--- src/rtl/ysyx_25040129_mem_arbiter_if.sv ---
// AXI4-Lite style bundle shared by IFU, LSU and the downstream port.
// One definition serves all three sides; the IFU side leaves AW/W/B idle.
interface ysyx_25040129_mem_arbiter_if;
  logic [31:0] araddr;
  logic        arvalid;
  logic [2:0]  arsize;
  logic        arready;
  logic [31:0] rdata;
  logic [1:0]  rresp;
  logic        rvalid;
  logic        rready;
  logic [31:0] awaddr;
  logic        awvalid;
  logic        awready;
  logic [31:0] wdata;
  logic [3:0]  wstrb;
  logic        wvalid;
  logic        wready;
  logic [1:0]  bresp;
  logic        bvalid;
  logic        bready;

  modport master (
    output araddr, arvalid, arsize, rready,
    output awaddr, awvalid, wdata, wstrb, wvalid, bready,
    input  arready, rdata, rresp, rvalid,
    input  awready, wready, bresp, bvalid
  );

  modport slave (
    input  araddr, arvalid, arsize, rready,
    input  awaddr, awvalid, wdata, wstrb, wvalid, bready,
    output arready, rdata, rresp, rvalid,
    output awready, wready, bresp, bvalid
  );
endinterface

--- src/rtl/ysyx_25040129_mem_arbiter.sv ---
// Two-master (IFU read, LSU read/write) arbiter onto one downstream port,
// one outstanding transaction, with a sticky response watchdog.
module ysyx_25040129_mem_arbiter #(
  parameter bit ARB_MODE    = 1'b0,
  parameter int TIMEOUT_CYC = 1024
) (
  input  logic clk,
  input  logic rst,
  ysyx_25040129_mem_arbiter_if.slave  ifu,
  ysyx_25040129_mem_arbiter_if.slave  lsu,
  ysyx_25040129_mem_arbiter_if.master mem,
  output logic bus_timeout
);

  localparam int CW = $clog2(TIMEOUT_CYC + 1);
  localparam logic [CW-1:0] TMAX = CW'(TIMEOUT_CYC);
  localparam logic [CW-1:0] TM1  = CW'(TIMEOUT_CYC - 1);

  typedef enum logic [1:0] {
    IDLE, IFU_RD, LSU_RD, LSU_WR
  } state_t;

  state_t        state;
  state_t        nxt;
  logic          last_lsu;
  logic [CW-1:0] wd_cnt;
  logic          ifu_req;
  logic          lsu_req;
  logic          pick_lsu;
  logic          done;

  assign ifu_req  = ifu.arvalid;
  assign lsu_req  = lsu.arvalid | lsu.awvalid;
  // On a tie, mode 0 serves whoever was not granted last.
  assign pick_lsu = lsu_req & (~ifu_req | ARB_MODE | ~last_lsu);

  always_comb begin
    nxt = IDLE;
    if (pick_lsu)
      nxt = lsu.arvalid ? LSU_RD : LSU_WR;
    else if (ifu_req)
      nxt = IFU_RD;
  end

  always_comb begin
    done = 1'b0;
    unique case (state)
      IFU_RD:  done = mem.rvalid & ifu.rready;
      LSU_RD:  done = mem.rvalid & lsu.rready;
      LSU_WR:  done = mem.bvalid & lsu.bready;
      default: done = 1'b0;
    endcase
  end

  always_ff @(posedge clk or negedge rst) begin
    if (!rst) begin
      state       <= IDLE;
      last_lsu    <= 1'b1;
      wd_cnt      <= '0;
      bus_timeout <= 1'b0;
    end else if (state == IDLE) begin
      wd_cnt <= '0;
      state  <= nxt;
      if (nxt != IDLE)
        last_lsu <= (nxt != IFU_RD);
    end else if (done) begin
      state <= IDLE;
    end else begin
      if (wd_cnt != TMAX)
        wd_cnt <= wd_cnt + 1'b1;
      if (wd_cnt == TM1)
        bus_timeout <= 1'b1;
    end
  end

  always_comb begin
    mem.araddr  = '0;
    mem.arvalid = 1'b0;
    mem.arsize  = '0;
    mem.rready  = 1'b0;
    mem.awaddr  = '0;
    mem.awvalid = 1'b0;
    mem.wdata   = '0;
    mem.wstrb   = '0;
    mem.wvalid  = 1'b0;
    mem.bready  = 1'b0;
    ifu.arready = 1'b0;
    ifu.rdata   = '0;
    ifu.rresp   = '0;
    ifu.rvalid  = 1'b0;
    ifu.awready = 1'b0;
    ifu.wready  = 1'b0;
    ifu.bresp   = '0;
    ifu.bvalid  = 1'b0;
    lsu.arready = 1'b0;
    lsu.rdata   = '0;
    lsu.rresp   = '0;
    lsu.rvalid  = 1'b0;
    lsu.awready = 1'b0;
    lsu.wready  = 1'b0;
    lsu.bresp   = '0;
    lsu.bvalid  = 1'b0;
    unique case (state)
      IFU_RD: begin
        mem.araddr  = ifu.araddr;
        mem.arvalid = ifu.arvalid;
        mem.arsize  = ifu.arsize;
        mem.rready  = ifu.rready;
        ifu.arready = mem.arready;
        ifu.rdata   = mem.rdata;
        ifu.rresp   = mem.rresp;
        ifu.rvalid  = mem.rvalid;
      end
      LSU_RD: begin
        mem.araddr  = lsu.araddr;
        mem.arvalid = lsu.arvalid;
        mem.arsize  = lsu.arsize;
        mem.rready  = lsu.rready;
        lsu.arready = mem.arready;
        lsu.rdata   = mem.rdata;
        lsu.rresp   = mem.rresp;
        lsu.rvalid  = mem.rvalid;
      end
      LSU_WR: begin
        mem.awaddr  = lsu.awaddr;
        mem.awvalid = lsu.awvalid;
        mem.wdata   = lsu.wdata;
        mem.wstrb   = lsu.wstrb;
        mem.wvalid  = lsu.wvalid;
        mem.bready  = lsu.bready;
        lsu.awready = mem.awready;
        lsu.wready  = mem.wready;
        lsu.bresp   = mem.bresp;
        lsu.bvalid  = mem.bvalid;
      end
      default: ;
    endcase
  end

  // IFU is read-only; its write-side inputs are never looked at.
  logic unused_ok;
  assign unused_ok = ^{ifu.awaddr, ifu.awvalid, ifu.wdata,
                       ifu.wstrb, ifu.wvalid, ifu.bready};

endmodule

--- src/flat_wrapper.sv ---
// flat-port wrapper written by rule: the top's interface ports become plain ports
module ysyx_25040129_mem_arbiter_flat 
#(
  parameter bit ARB_MODE    = 1'b0,
  parameter int TIMEOUT_CYC = 1024
)
  (clk, rst, bus_timeout, ifu_araddr, ifu_arvalid, ifu_arsize, ifu_rready, ifu_awaddr, ifu_awvalid, ifu_wdata, ifu_wstrb, ifu_wvalid, ifu_bready, ifu_arready, ifu_rdata, ifu_rresp, ifu_rvalid, ifu_awready, ifu_wready, ifu_bresp, ifu_bvalid, lsu_araddr, lsu_arvalid, lsu_arsize, lsu_rready, lsu_awaddr, lsu_awvalid, lsu_wdata, lsu_wstrb, lsu_wvalid, lsu_bready, lsu_arready, lsu_rdata, lsu_rresp, lsu_rvalid, lsu_awready, lsu_wready, lsu_bresp, lsu_bvalid, mem_araddr, mem_arvalid, mem_arsize, mem_rready, mem_awaddr, mem_awvalid, mem_wdata, mem_wstrb, mem_wvalid, mem_bready, mem_arready, mem_rdata, mem_rresp, mem_rvalid, mem_awready, mem_wready, mem_bresp, mem_bvalid);
  ysyx_25040129_mem_arbiter_if ifu_i ();
  ysyx_25040129_mem_arbiter_if lsu_i ();
  ysyx_25040129_mem_arbiter_if mem_i ();
  input  logic clk;
  input  logic rst;
  output logic bus_timeout;
  input wire logic [$bits(ifu_i.araddr)-1:0] ifu_araddr;
  input wire logic [$bits(ifu_i.arvalid)-1:0] ifu_arvalid;
  input wire logic [$bits(ifu_i.arsize)-1:0] ifu_arsize;
  input wire logic [$bits(ifu_i.rready)-1:0] ifu_rready;
  input wire logic [$bits(ifu_i.awaddr)-1:0] ifu_awaddr;
  input wire logic [$bits(ifu_i.awvalid)-1:0] ifu_awvalid;
  input wire logic [$bits(ifu_i.wdata)-1:0] ifu_wdata;
  input wire logic [$bits(ifu_i.wstrb)-1:0] ifu_wstrb;
  input wire logic [$bits(ifu_i.wvalid)-1:0] ifu_wvalid;
  input wire logic [$bits(ifu_i.bready)-1:0] ifu_bready;
  output wire logic [$bits(ifu_i.arready)-1:0] ifu_arready;
  output wire logic [$bits(ifu_i.rdata)-1:0] ifu_rdata;
  output wire logic [$bits(ifu_i.rresp)-1:0] ifu_rresp;
  output wire logic [$bits(ifu_i.rvalid)-1:0] ifu_rvalid;
  output wire logic [$bits(ifu_i.awready)-1:0] ifu_awready;
  output wire logic [$bits(ifu_i.wready)-1:0] ifu_wready;
  output wire logic [$bits(ifu_i.bresp)-1:0] ifu_bresp;
  output wire logic [$bits(ifu_i.bvalid)-1:0] ifu_bvalid;
  input wire logic [$bits(lsu_i.araddr)-1:0] lsu_araddr;
  input wire logic [$bits(lsu_i.arvalid)-1:0] lsu_arvalid;
  input wire logic [$bits(lsu_i.arsize)-1:0] lsu_arsize;
  input wire logic [$bits(lsu_i.rready)-1:0] lsu_rready;
  input wire logic [$bits(lsu_i.awaddr)-1:0] lsu_awaddr;
  input wire logic [$bits(lsu_i.awvalid)-1:0] lsu_awvalid;
  input wire logic [$bits(lsu_i.wdata)-1:0] lsu_wdata;
  input wire logic [$bits(lsu_i.wstrb)-1:0] lsu_wstrb;
  input wire logic [$bits(lsu_i.wvalid)-1:0] lsu_wvalid;
  input wire logic [$bits(lsu_i.bready)-1:0] lsu_bready;
  output wire logic [$bits(lsu_i.arready)-1:0] lsu_arready;
  output wire logic [$bits(lsu_i.rdata)-1:0] lsu_rdata;
  output wire logic [$bits(lsu_i.rresp)-1:0] lsu_rresp;
  output wire logic [$bits(lsu_i.rvalid)-1:0] lsu_rvalid;
  output wire logic [$bits(lsu_i.awready)-1:0] lsu_awready;
  output wire logic [$bits(lsu_i.wready)-1:0] lsu_wready;
  output wire logic [$bits(lsu_i.bresp)-1:0] lsu_bresp;
  output wire logic [$bits(lsu_i.bvalid)-1:0] lsu_bvalid;
  output wire logic [$bits(mem_i.araddr)-1:0] mem_araddr;
  output wire logic [$bits(mem_i.arvalid)-1:0] mem_arvalid;
  output wire logic [$bits(mem_i.arsize)-1:0] mem_arsize;
  output wire logic [$bits(mem_i.rready)-1:0] mem_rready;
  output wire logic [$bits(mem_i.awaddr)-1:0] mem_awaddr;
  output wire logic [$bits(mem_i.awvalid)-1:0] mem_awvalid;
  output wire logic [$bits(mem_i.wdata)-1:0] mem_wdata;
  output wire logic [$bits(mem_i.wstrb)-1:0] mem_wstrb;
  output wire logic [$bits(mem_i.wvalid)-1:0] mem_wvalid;
  output wire logic [$bits(mem_i.bready)-1:0] mem_bready;
  input wire logic [$bits(mem_i.arready)-1:0] mem_arready;
  input wire logic [$bits(mem_i.rdata)-1:0] mem_rdata;
  input wire logic [$bits(mem_i.rresp)-1:0] mem_rresp;
  input wire logic [$bits(mem_i.rvalid)-1:0] mem_rvalid;
  input wire logic [$bits(mem_i.awready)-1:0] mem_awready;
  input wire logic [$bits(mem_i.wready)-1:0] mem_wready;
  input wire logic [$bits(mem_i.bresp)-1:0] mem_bresp;
  input wire logic [$bits(mem_i.bvalid)-1:0] mem_bvalid;
  assign ifu_i.araddr = ifu_araddr;
  assign ifu_i.arvalid = ifu_arvalid;
  assign ifu_i.arsize = ifu_arsize;
  assign ifu_i.rready = ifu_rready;
  assign ifu_i.awaddr = ifu_awaddr;
  assign ifu_i.awvalid = ifu_awvalid;
  assign ifu_i.wdata = ifu_wdata;
  assign ifu_i.wstrb = ifu_wstrb;
  assign ifu_i.wvalid = ifu_wvalid;
  assign ifu_i.bready = ifu_bready;
  assign ifu_arready = ifu_i.arready;
  assign ifu_rdata = ifu_i.rdata;
  assign ifu_rresp = ifu_i.rresp;
  assign ifu_rvalid = ifu_i.rvalid;
  assign ifu_awready = ifu_i.awready;
  assign ifu_wready = ifu_i.wready;
  assign ifu_bresp = ifu_i.bresp;
  assign ifu_bvalid = ifu_i.bvalid;
  assign lsu_i.araddr = lsu_araddr;
  assign lsu_i.arvalid = lsu_arvalid;
  assign lsu_i.arsize = lsu_arsize;
  assign lsu_i.rready = lsu_rready;
  assign lsu_i.awaddr = lsu_awaddr;
  assign lsu_i.awvalid = lsu_awvalid;
  assign lsu_i.wdata = lsu_wdata;
  assign lsu_i.wstrb = lsu_wstrb;
  assign lsu_i.wvalid = lsu_wvalid;
  assign lsu_i.bready = lsu_bready;
  assign lsu_arready = lsu_i.arready;
  assign lsu_rdata = lsu_i.rdata;
  assign lsu_rresp = lsu_i.rresp;
  assign lsu_rvalid = lsu_i.rvalid;
  assign lsu_awready = lsu_i.awready;
  assign lsu_wready = lsu_i.wready;
  assign lsu_bresp = lsu_i.bresp;
  assign lsu_bvalid = lsu_i.bvalid;
  assign mem_araddr = mem_i.araddr;
  assign mem_arvalid = mem_i.arvalid;
  assign mem_arsize = mem_i.arsize;
  assign mem_rready = mem_i.rready;
  assign mem_awaddr = mem_i.awaddr;
  assign mem_awvalid = mem_i.awvalid;
  assign mem_wdata = mem_i.wdata;
  assign mem_wstrb = mem_i.wstrb;
  assign mem_wvalid = mem_i.wvalid;
  assign mem_bready = mem_i.bready;
  assign mem_i.arready = mem_arready;
  assign mem_i.rdata = mem_rdata;
  assign mem_i.rresp = mem_rresp;
  assign mem_i.rvalid = mem_rvalid;
  assign mem_i.awready = mem_awready;
  assign mem_i.wready = mem_wready;
  assign mem_i.bresp = mem_bresp;
  assign mem_i.bvalid = mem_bvalid;
  ysyx_25040129_mem_arbiter #(.ARB_MODE(ARB_MODE), .TIMEOUT_CYC(TIMEOUT_CYC)) u_core (.clk(clk), .rst(rst), .ifu(ifu_i), .lsu(lsu_i), .mem(mem_i), .bus_timeout(bus_timeout));
endmodule
--- config.mk ---
export PLATFORM = sky130hd
export DESIGN_NAME = ysyx_25040129_mem_arbiter_flat
export DESIGN_NICKNAME = d
export VERILOG_FILES = /design/src/rtl/ysyx_25040129_mem_arbiter_if.sv /design/src/rtl/ysyx_25040129_mem_arbiter.sv /design/src/flat_wrapper.sv
export SDC_FILE = /design/constraint.sdc
export NUM_CORES = 1
export LEC_CHECK = 0
export CAP_MARGIN = 20
export CORE_AREA = 5 5 172 174
export DETAILED_ROUTE_END_ITERATION = 12
export DIE_AREA = 0 0 177 179
export GPL_ROUTABILITY_DRIVEN = 1
export HOLD_SLACK_MARGIN = 0.05
export PLACE_DENSITY = 0.44
export SETUP_SLACK_MARGIN = 0.2
export SYNTH_ARGS = -nofsm -noshare
export SYNTH_HDL_FRONTEND = slang
export SYNTH_SLANG_ARGS = --single-unit
export TNS_END_PERCENT = 30
--- constraint.sdc ---
create_clock -name clk -period 2.75 [get_ports clk]
set_clock_uncertainty 0.05 [all_clocks]
set_input_delay 0.275 -clock clk [delete_from_list [all_inputs] [get_ports clk]]
set_output_delay 0.275 -clock clk [all_outputs]
set_load 0.01 [all_outputs]
# == Word level (Yosys, flattened, before mapping) ==
# Index checks and enable logic that the tools add are counted.
# word_totals
elab_cells,60
output_inout_bits,191
regBits,15
# classes
addsub,1
n_eq_ne,7
bitwise,10
n_reduce_logical,7
muxes,31
# ops
operator,n
2-to-1 mux 32 bit,4
case mux 32 bit (2 select lines),1
2-to-1 mux 11 bit,3
2-to-1 mux 1 bit,12
2-to-1 mux 2 bit,6
adder 11 x 1 -> 11 bit (second input constant),1
== test 11 x 10 -> 1 bit (second input constant),1
!= test 11 bit (second input constant),1
case mux 3 bit (2 select lines),1
nonzero test 2 bit,3
bitwise AND 1 bit,4
== test 2 bit (second input constant),2
2-to-1 mux 4 bit,1
NOT 1 bit,4
case mux 1 bit (2 select lines),2
AND reduction 2 bit,2
case mux 1 bit (3 select lines),1
AND reduction 3 bit,1
== test 2 x 1 -> 1 bit (second input constant),1
logical NOT 2 bit,1
!= test 2 x 1 -> 1 bit (second input constant),1
!= test 2 bit (second input constant),1
OR 1 bit,2

# == Longest topological paths before layout ==
# Gate-level depths: netlist (run 1).
# depth
depth_word,6
depth_mapped,8
depth_no_buf,6

# == Least setup slack after synthesis (run 1) ==
# Ideal clock, no wire load.
# synth_timing
path_type,register to register
from,register u_core.state[0]
to,register u_core.wd_cnt[9]
stages_incl_launch_ff,8
path_slack_ns,0.787
required_time_ns,2.575
setup_ns,0.125
t_arrival_ns,1.788
period_less_slack_ns,1.963
path_buffers,1
cell_sequence,dfrtp_1 > inv_1 > ha_1 > buf_6 > mux2i_2 > o21ai_2 > nor4b_1 > mux2_2
# synth_via
elab_chain_len,4
elab_cells_between_ends,9
# synth_rtl
element,line_no,source
from (decl),ysyx_25040129_mem_arbiter.sv:23,state_t state;
from (signal assigned),ysyx_25040129_mem_arbiter.sv:63,state <= nxt;
== test 2 bit / == test 2 x 1 -> 1 bit (equally long branches),ysyx_25040129_mem_arbiter.sv:47,unique case (state)
case mux 1 bit (3 select lines),ysyx_25040129_mem_arbiter.sv:47,
!= test 2 bit (no source line),--,
AND reduction 2 bit (no source line),--,
to (signal assigned),ysyx_25040129_mem_arbiter.sv:70,wd_cnt <= wd_cnt + 1'b1;
to (decl),ysyx_25040129_mem_arbiter.sv:26,logic [CW-1:0] wd_cnt;
# Parallel ways exist; a longest one is shown, timed or not.
# A chain may end at the register's enable or synchronous reset.

# == Final worst setup path (run 1) ==
# layout_timing
from,register u_core.state[0]
to,output port mem_araddr[20]
# layout_via
elab_chain_len,2
elab_cells_between_ends,3
# layout_rtl
element,line_no,source
== test 2 bit / == test 2 x 1 -> 1 bit (equally long branches),ysyx_25040129_mem_arbiter.sv:103,unique case (state)
case mux 32 bit (2 select lines) (*),ysyx_25040129_mem_arbiter.sv:103,
to (decl),flat_wrapper.sv:50,output wire logic [$bits(mem_i.araddr)-1:0] mem_araddr;
# Every way passes the cells marked *; elsewhere a longest branch is shown, timed or not.

==> results.cfg, run 1 <==
[global_route]
grt_max_degree = 64
grt_pass1_wl_microns = 26580
track_usage_pct = 11.08
grt_pass1_vias = 4143
antenna_found_initial = 3
gr-total-overflow = 0

[synth]
yosys_warnings = 0
async_flop_share_pct = 100.0
synthFlopType = dfrtp_1
yosysSeqAreaShare_pct = 14.92
avgSynthCellArea_sq_um = 7.153
syn-cell-area_sq_mm = 0.002525
synth_enable_flop_cells = 0
ys_ff_latch = 15
syn_inst = 353
yosysUniqueCellTypes = 38

[floorplanning]
ios = 450
coreArea_sq_mm = 0.02763
die_area_sq_mm = 0.03168
die_x_microns = 177
rows = 61
start_util_pct = 9.139
die_h_microns = 179

[timing]
period_needed_ns = 2.432
post-route-period-util_pct = 88.42
max_slew_margin_pct = 50.52
max_clock_freq_mhz = 411.2
setup_tns_ns = 0
finalSetupViolCount = 0
slew_viol_final = 0
finalHoldViolCount = 0
rsz0062_at_grt = true
tightestPinTransition_ns = 0.7398

[placement]
dp_hpwl_microns = 16570
gp_congestion = 0.7423
numPortBuffers = 373

[clock_tree]
cts-root-buf = clkbuf_16
numCtsBuffers = 3
clkSinkCount = 15
post_cts_resized = 0
h-tree-depth = 1
clk_path_buf_depth = 2
cts_setup_buffers = 0
tritoncts = built
clk_pin_slew_ns = 0.05
clock_latency_ns = 0.25
cts.hold.buffers_added = 0

[setup_path]
r2r-end = u_core.wd_cnt[8]
worstSetupPathType = flip-flop to output port
crit_fanout = 34
ff2ff_setup_slack_ns = 0.48
r2r-start = u_core.state[0]
crit_end = mem_araddr[20]
arrival_ns = 2.11
startpoint = u_core.state[0]
rr_worst_depth = 7
endpoint_kind = output port
required_ns = 2.42
start_kind = flip-flop

[detailed_routing]
final_antenna_net_count = 0
drc = 0
viasPerCell = 3.529
firstDrtPassIters = 4
via_count = 3825
routed_wl_microns = 18980
drt_iter0_drc = 80
post_drt_wl_per_cell_microns = 17.51

[worst_hold_path]
hold_class = input pin to async pin

[power]
power_density_mw_per_mm2 = 643.8
switching_power_mw = 1.825
pwr-share-clk_pct = 6.6
peakVddDrop_v = 0.0002335
p_int_mw = 2.526
sw_frac_of_total_pct = 41.95
combPwrFrac_pct = 86.1
p_total_mw = 4.351
seqPwrFrac_pct = 7.3
p_leak_nw = 2.420

[finish]
drive_gt1_share_pct = 3.262
fin_nets = 972
syn_to_final_growth_pct = 167.6
regArea_sq_um = 376.6
multi_input_area_sq_mm = 0.001978
fillers = 3111

[outcome]
outcome = completed

[run]
max-cap-violations = 0
routing by layer:
layer / track usage [%] / up-vias / part of all wire, %
met4: 0.7092 / 0 / 0.24
met1: 14.03 / 1747 / 43
met5: 0 / - / 0
met2: 18.79 / 196 / 48
li1: - / 1878 / -
met3: 4.239 / 4 / 9.6
sequential cells by signal (all words and copies together), names as in the netlist:
register and cells:
u_core.wd_cnt 11, u_core.last_lsu 1, u_core.bus_timeout 1, u_core.state 2
worst max-delay path, stage by stage (launching register included):
cell             delay (ns)
dfrtp_1                0.40
inv_1                  0.13
ha_2                   0.27
buf_12                 0.21
a22oi_1                0.11
nor2b_1                0.12
clkdlybuf4s50_1        0.59
layout make-up:
type / instances / share of cell area, %
antenna: 1 / 0.03703
clock buffer: 4 / 1.166
inverter: 5 / 0.2777
multi-input combinational: 300 / 29.27
sequential: 15 / 5.573
tap: 378 / 6.999
timing repair buffer: 381 / 56.67
cells in the final DEF, fill, tap and decap left out, drive strengths merged, types with 5 or more instances in the layout:
master | Yosys | routed
dfrtp | 14 | 14
buf | 8 | 8
clkdlybuf4s50 | 0 | 373
ha | 7 | 7
nor2b | 40 | 40
a21oi | 8 | 8
conb | 1 | 5
nand3 | 8 | 8
inv | 5 | 5
and2 | 148 | 148
o31ai | 7 | 7
a22oi | 37 | 37
nand2 | 5 | 5
kinds of logic (layout without fill, tap and decap cells):
logic type / after synthesis / in the layout / synth area share (%)
buf+inv: 42 / 390 / 7.631
flops: 15 / 15 / 14.92
simple gates: 223 / 223 / 54.96
compound gates: 61 / 61 / 17.05
mux: 4 / 4 / 1.833
other cells: 1 / 6 / 0.1485
fa+ha+maj: 7 / 7 / 3.469
how the worst min path moves through the flow:
stage	from	end	slack (ns)	depth (start not counted)
floorplan	rst	u_core.bus_timeout	-0.07	0
global placement	u_core.bus_timeout	u_core.bus_timeout	0.41	2
detailed placement	u_core.bus_timeout	u_core.bus_timeout	0.42	2
CTS	u_core.bus_timeout	u_core.bus_timeout	0.43	2
global route	u_core.bus_timeout	u_core.bus_timeout	0.45	2
finish	rst	u_core.bus_timeout	0.42	1
stage by stage:
step / cells / setup WS, ns / utilization, % / cell area, sq um / hold slack [ns]
after detailed placement: 1079 / 0.3838 / 24.11 / 6663 / 0.4160
after CTS: 1083 / 0.2109 / 24.40 / 6741 / 0.4283
after global routing: 1084 / 0.1468 / 24.46 / 6758 / 0.4543
after global placement: 1079 / 0.4194 / 24.11 / 6663 / 0.4128
final: 1084 / 0.3183 / 24.46 / 6758 / 0.4162
after floorplan: 357 / 0.7874 / - / 2540 / -0.07059
cells in the mapped netlist (2+ instances only):
cell	n	area share, %
nand2_1	5	0.74
and2_1	148	37
buf_6	2	0.89
clkbuf_1	29	4.3
o31ai_1	7	2.1
inv_1	5	0.74
a31oi_1	2	0.50
nor2_1	4	0.59
or4_1	4	1.2
dfrtp_1	14	14
or2_2	2	0.50
buf_4	5	1.5
and4_1	2	0.69
a21oi_1	8	1.6
a22oi_1	37	11
o21ai_0	3	0.59
nand4_1	2	0.50
mux2_2	2	0.89
nor2b_1	40	9.9
ha_1	7	3.5
nand3_1	8	1.6
power groups by stage:
stage	combinational, mW	sequential [mW]	clock (mW)
after floorplan	1.70	0.306	0
after global placement	3.84	0.319	0
after detailed placement	3.79	0.321	0
after CTS	3.82	0.318	0.297
after global routing	4.09	0.324	0.308
final	3.74	0.318	0.288
Note: power is estimated with default switching activity, not from simulation.
==> run 2, diff against run 1 <==
--- a/config.mk
+++ b/config.mk
@@ -10,7 +10,7 @@
 export DETAILED_ROUTE_END_ITERATION = 12
 export DIE_AREA = 0 0 177 179
 export GPL_ROUTABILITY_DRIVEN = 1
-export HOLD_SLACK_MARGIN = 0.05
+export HOLD_SLACK_MARGIN = 0.08
 export PLACE_DENSITY = 0.44
 export SETUP_SLACK_MARGIN = 0.2
 export SYNTH_ARGS = -nofsm -noshare
==> results of run 2 <==
No change in the layout: final DEF, timing and power equal those of run 1.
==> run 3, diff against run 2 <==
--- a/config.mk
+++ b/config.mk
@@ -11,7 +11,7 @@
 export DIE_AREA = 0 0 177 179
 export GPL_ROUTABILITY_DRIVEN = 1
 export HOLD_SLACK_MARGIN = 0.08
-export PLACE_DENSITY = 0.44
+export PLACE_DENSITY = 0.52
 export SETUP_SLACK_MARGIN = 0.2
 export SYNTH_ARGS = -nofsm -noshare
 export SYNTH_HDL_FRONTEND = slang
==> run 3 against run 2 <==
  * Clock power barely moved
  * Register-to-register slack got worse by 0.05 ns
  * Flip-flop and latch count did not move
  * Maximum frequency fell by 4.6%
  * Worst hold slack got worse by 0.0031 ns
  * Die area did not move
  * Routed wire length rose by 4.9%
  * Worst setup slack got worse by 0.12 ns
  * Design area barely moved
  * Largest power group unchanged
==> results.cfg, run 3 (synthesis gave the netlist of run 1 again) <==
[setup_path]
ff2ff_setup_slack_ns = 0.43
arrival_ns = 2.22
required_ns = 2.42
r2r-end = u_core.wd_cnt[9]
worstSetupPathType = flip-flop to output port
crit_fanout = 73
r2r-start = u_core.state[0]
start_kind = flip-flop
rr_worst_depth = 6
endpoint_kind = output port

[clock_tree]
cts.hold.buffers_added = 0
clk_pin_slew_ns = 0.05
numCtsBuffers = 3
cts_setup_buffers = 0
clk_path_buf_depth = 2
cts-root-buf = clkbuf_16
tritoncts = built
clkSinkCount = 15
h-tree-depth = 1
post_cts_resized = 0
clock_latency_ns = 0.25

[detailed_routing]
drc = 0
firstDrtPassIters = 4
post_drt_wl_per_cell_microns = 18.38
via_count = 3828
routed_wl_microns = 19910
final_antenna_net_count = 0
viasPerCell = 3.535
drt_iter0_drc = 155

[global_route]
antenna_found_initial = 10
grt_pass1_wl_microns = 27160
track_usage_pct = 11.52
grt_max_degree = 74
gr-total-overflow = 0
grt_pass1_vias = 4113

[floorplanning]
die_x_microns = 177
die_h_microns = 179
ios = 450
start_util_pct = 9.139
coreArea_sq_mm = 0.02763
die_area_sq_mm = 0.03168
rows = 61

[finish]
most-common-layout-cells = clkdlybuf4s50_1 (373), and2_1 (148), nor2b_1 (40)
fin_nets = 970
fin_area_sq_mm = 0.006759
reg.largest.list = u_core.wd_cnt (11), u_core.state (2)
layout_commonest_cell = clkdlybuf4s50_1
largest_register = u_core.wd_cnt
largest_reg_flops = 11
fillers = 3028
syn_to_final_growth_pct = 167.7
drive_gt1_share_pct = 2.987

[worst_hold_path]
hold_class = input pin to async pin

[timing]
period_needed_ns = 2.550
max_slew_margin_pct = 51.25
setup_tns_ns = 0
post-route-period-util_pct = 92.72
slew_viol_final = 0
tightestPinTransition_ns = 0.7290
finalHoldViolCount = 0
rsz0062_at_grt = true
max_clock_freq_mhz = 392.2
finalSetupViolCount = 0

[power]
power_density_mw_per_mm2 = 640.0
p_leak_nw = 2.417
peakVddDrop_v = 0.0004571

[placement]
dp_hpwl_microns = 17600
place_area_sq_mm = 0.006660
numPortBuffers = 373
gp_congestion = 0.7398

[outcome]
outcome = completed

[run]
max-cap-violations = 0
[run 3: critical path: stages, from the launching register on]
cell and delay, ns:
dfrtp_1 0.44, inv_1 0.13, ha_2 0.21, buf_12 0.26
a22oi_1 0.11, nor2b_1 0.20, clkdlybuf4s50_1 0.58
[run 3: worst max path at each step]
stage	startpoint	endpoint	slack, ns	depth (start not counted)
floorplan	u_core.state[0]	u_core.wd_cnt[9]	0.79	7
global placement	u_core.state[0]	u_core.wd_cnt[9]	0.47	6
detailed placement	u_core.state[0]	u_core.wd_cnt[9]	0.45	6
CTS	u_core.state[1]	mem_araddr[27]	0.20	5
global route	u_core.state[1]	mem_araddr[27]	0.08	6
finish	u_core.state[1]	mem_araddr[27]	0.20	6
[run 3: area by class of cell]
class                           instances  area (sq um)  share of cell area [%]
Timing Repair Buffer                  379          3820                   56.52
Inverter                                5         18.77                  0.2777
Clock buffer                            3         75.07                   1.111
Clock inverter                          1         5.005                 0.07405
Antenna cell                            2         5.005                 0.07405
Multi-Input combinational cell        300          1986                   29.38
Tap cell                              378         473.0                   6.997
Sequential cell                        15         376.6                   5.572
[run 3: metal layers]
metal	part of all wire (%)	vias up	track usage, %
met4	0.89	2	1.161
met2	47	201	19.05
li1	-	1880	-
met1	43	1733	15.13
met5	0.035	-	0
met3	9.6	12	3.922
[run 3: through the flow]
step                setup slack (ns)  total power, mW  hold slack [ns]  utilization, %  std cells
finish                        0.2002            4.326           0.4131           24.46       1083
global placement              0.4739            4.080           0.4102           24.11       1077
CTS                           0.2010            4.369           0.4214           24.40       1081
floorplan                     0.7874            2.002         -0.07059               -        357
global route                 0.07998            4.660           0.4426           24.45       1082
detailed placement            0.4521            4.053           0.4097           24.11       1077
[run 3: power breakdown]
| group | total, mW | internal, mW | switching [mW] | leakage (nW) |
|---|---|---|---|---|
| Clock | 0.287 | 0.194 | 0.0931 | 0.0409 |
| Combinational | 3.71 | 2.05 | 1.66 | 2.18 |
| Sequential | 0.324 | 0.269 | 0.0559 | 0.195 |
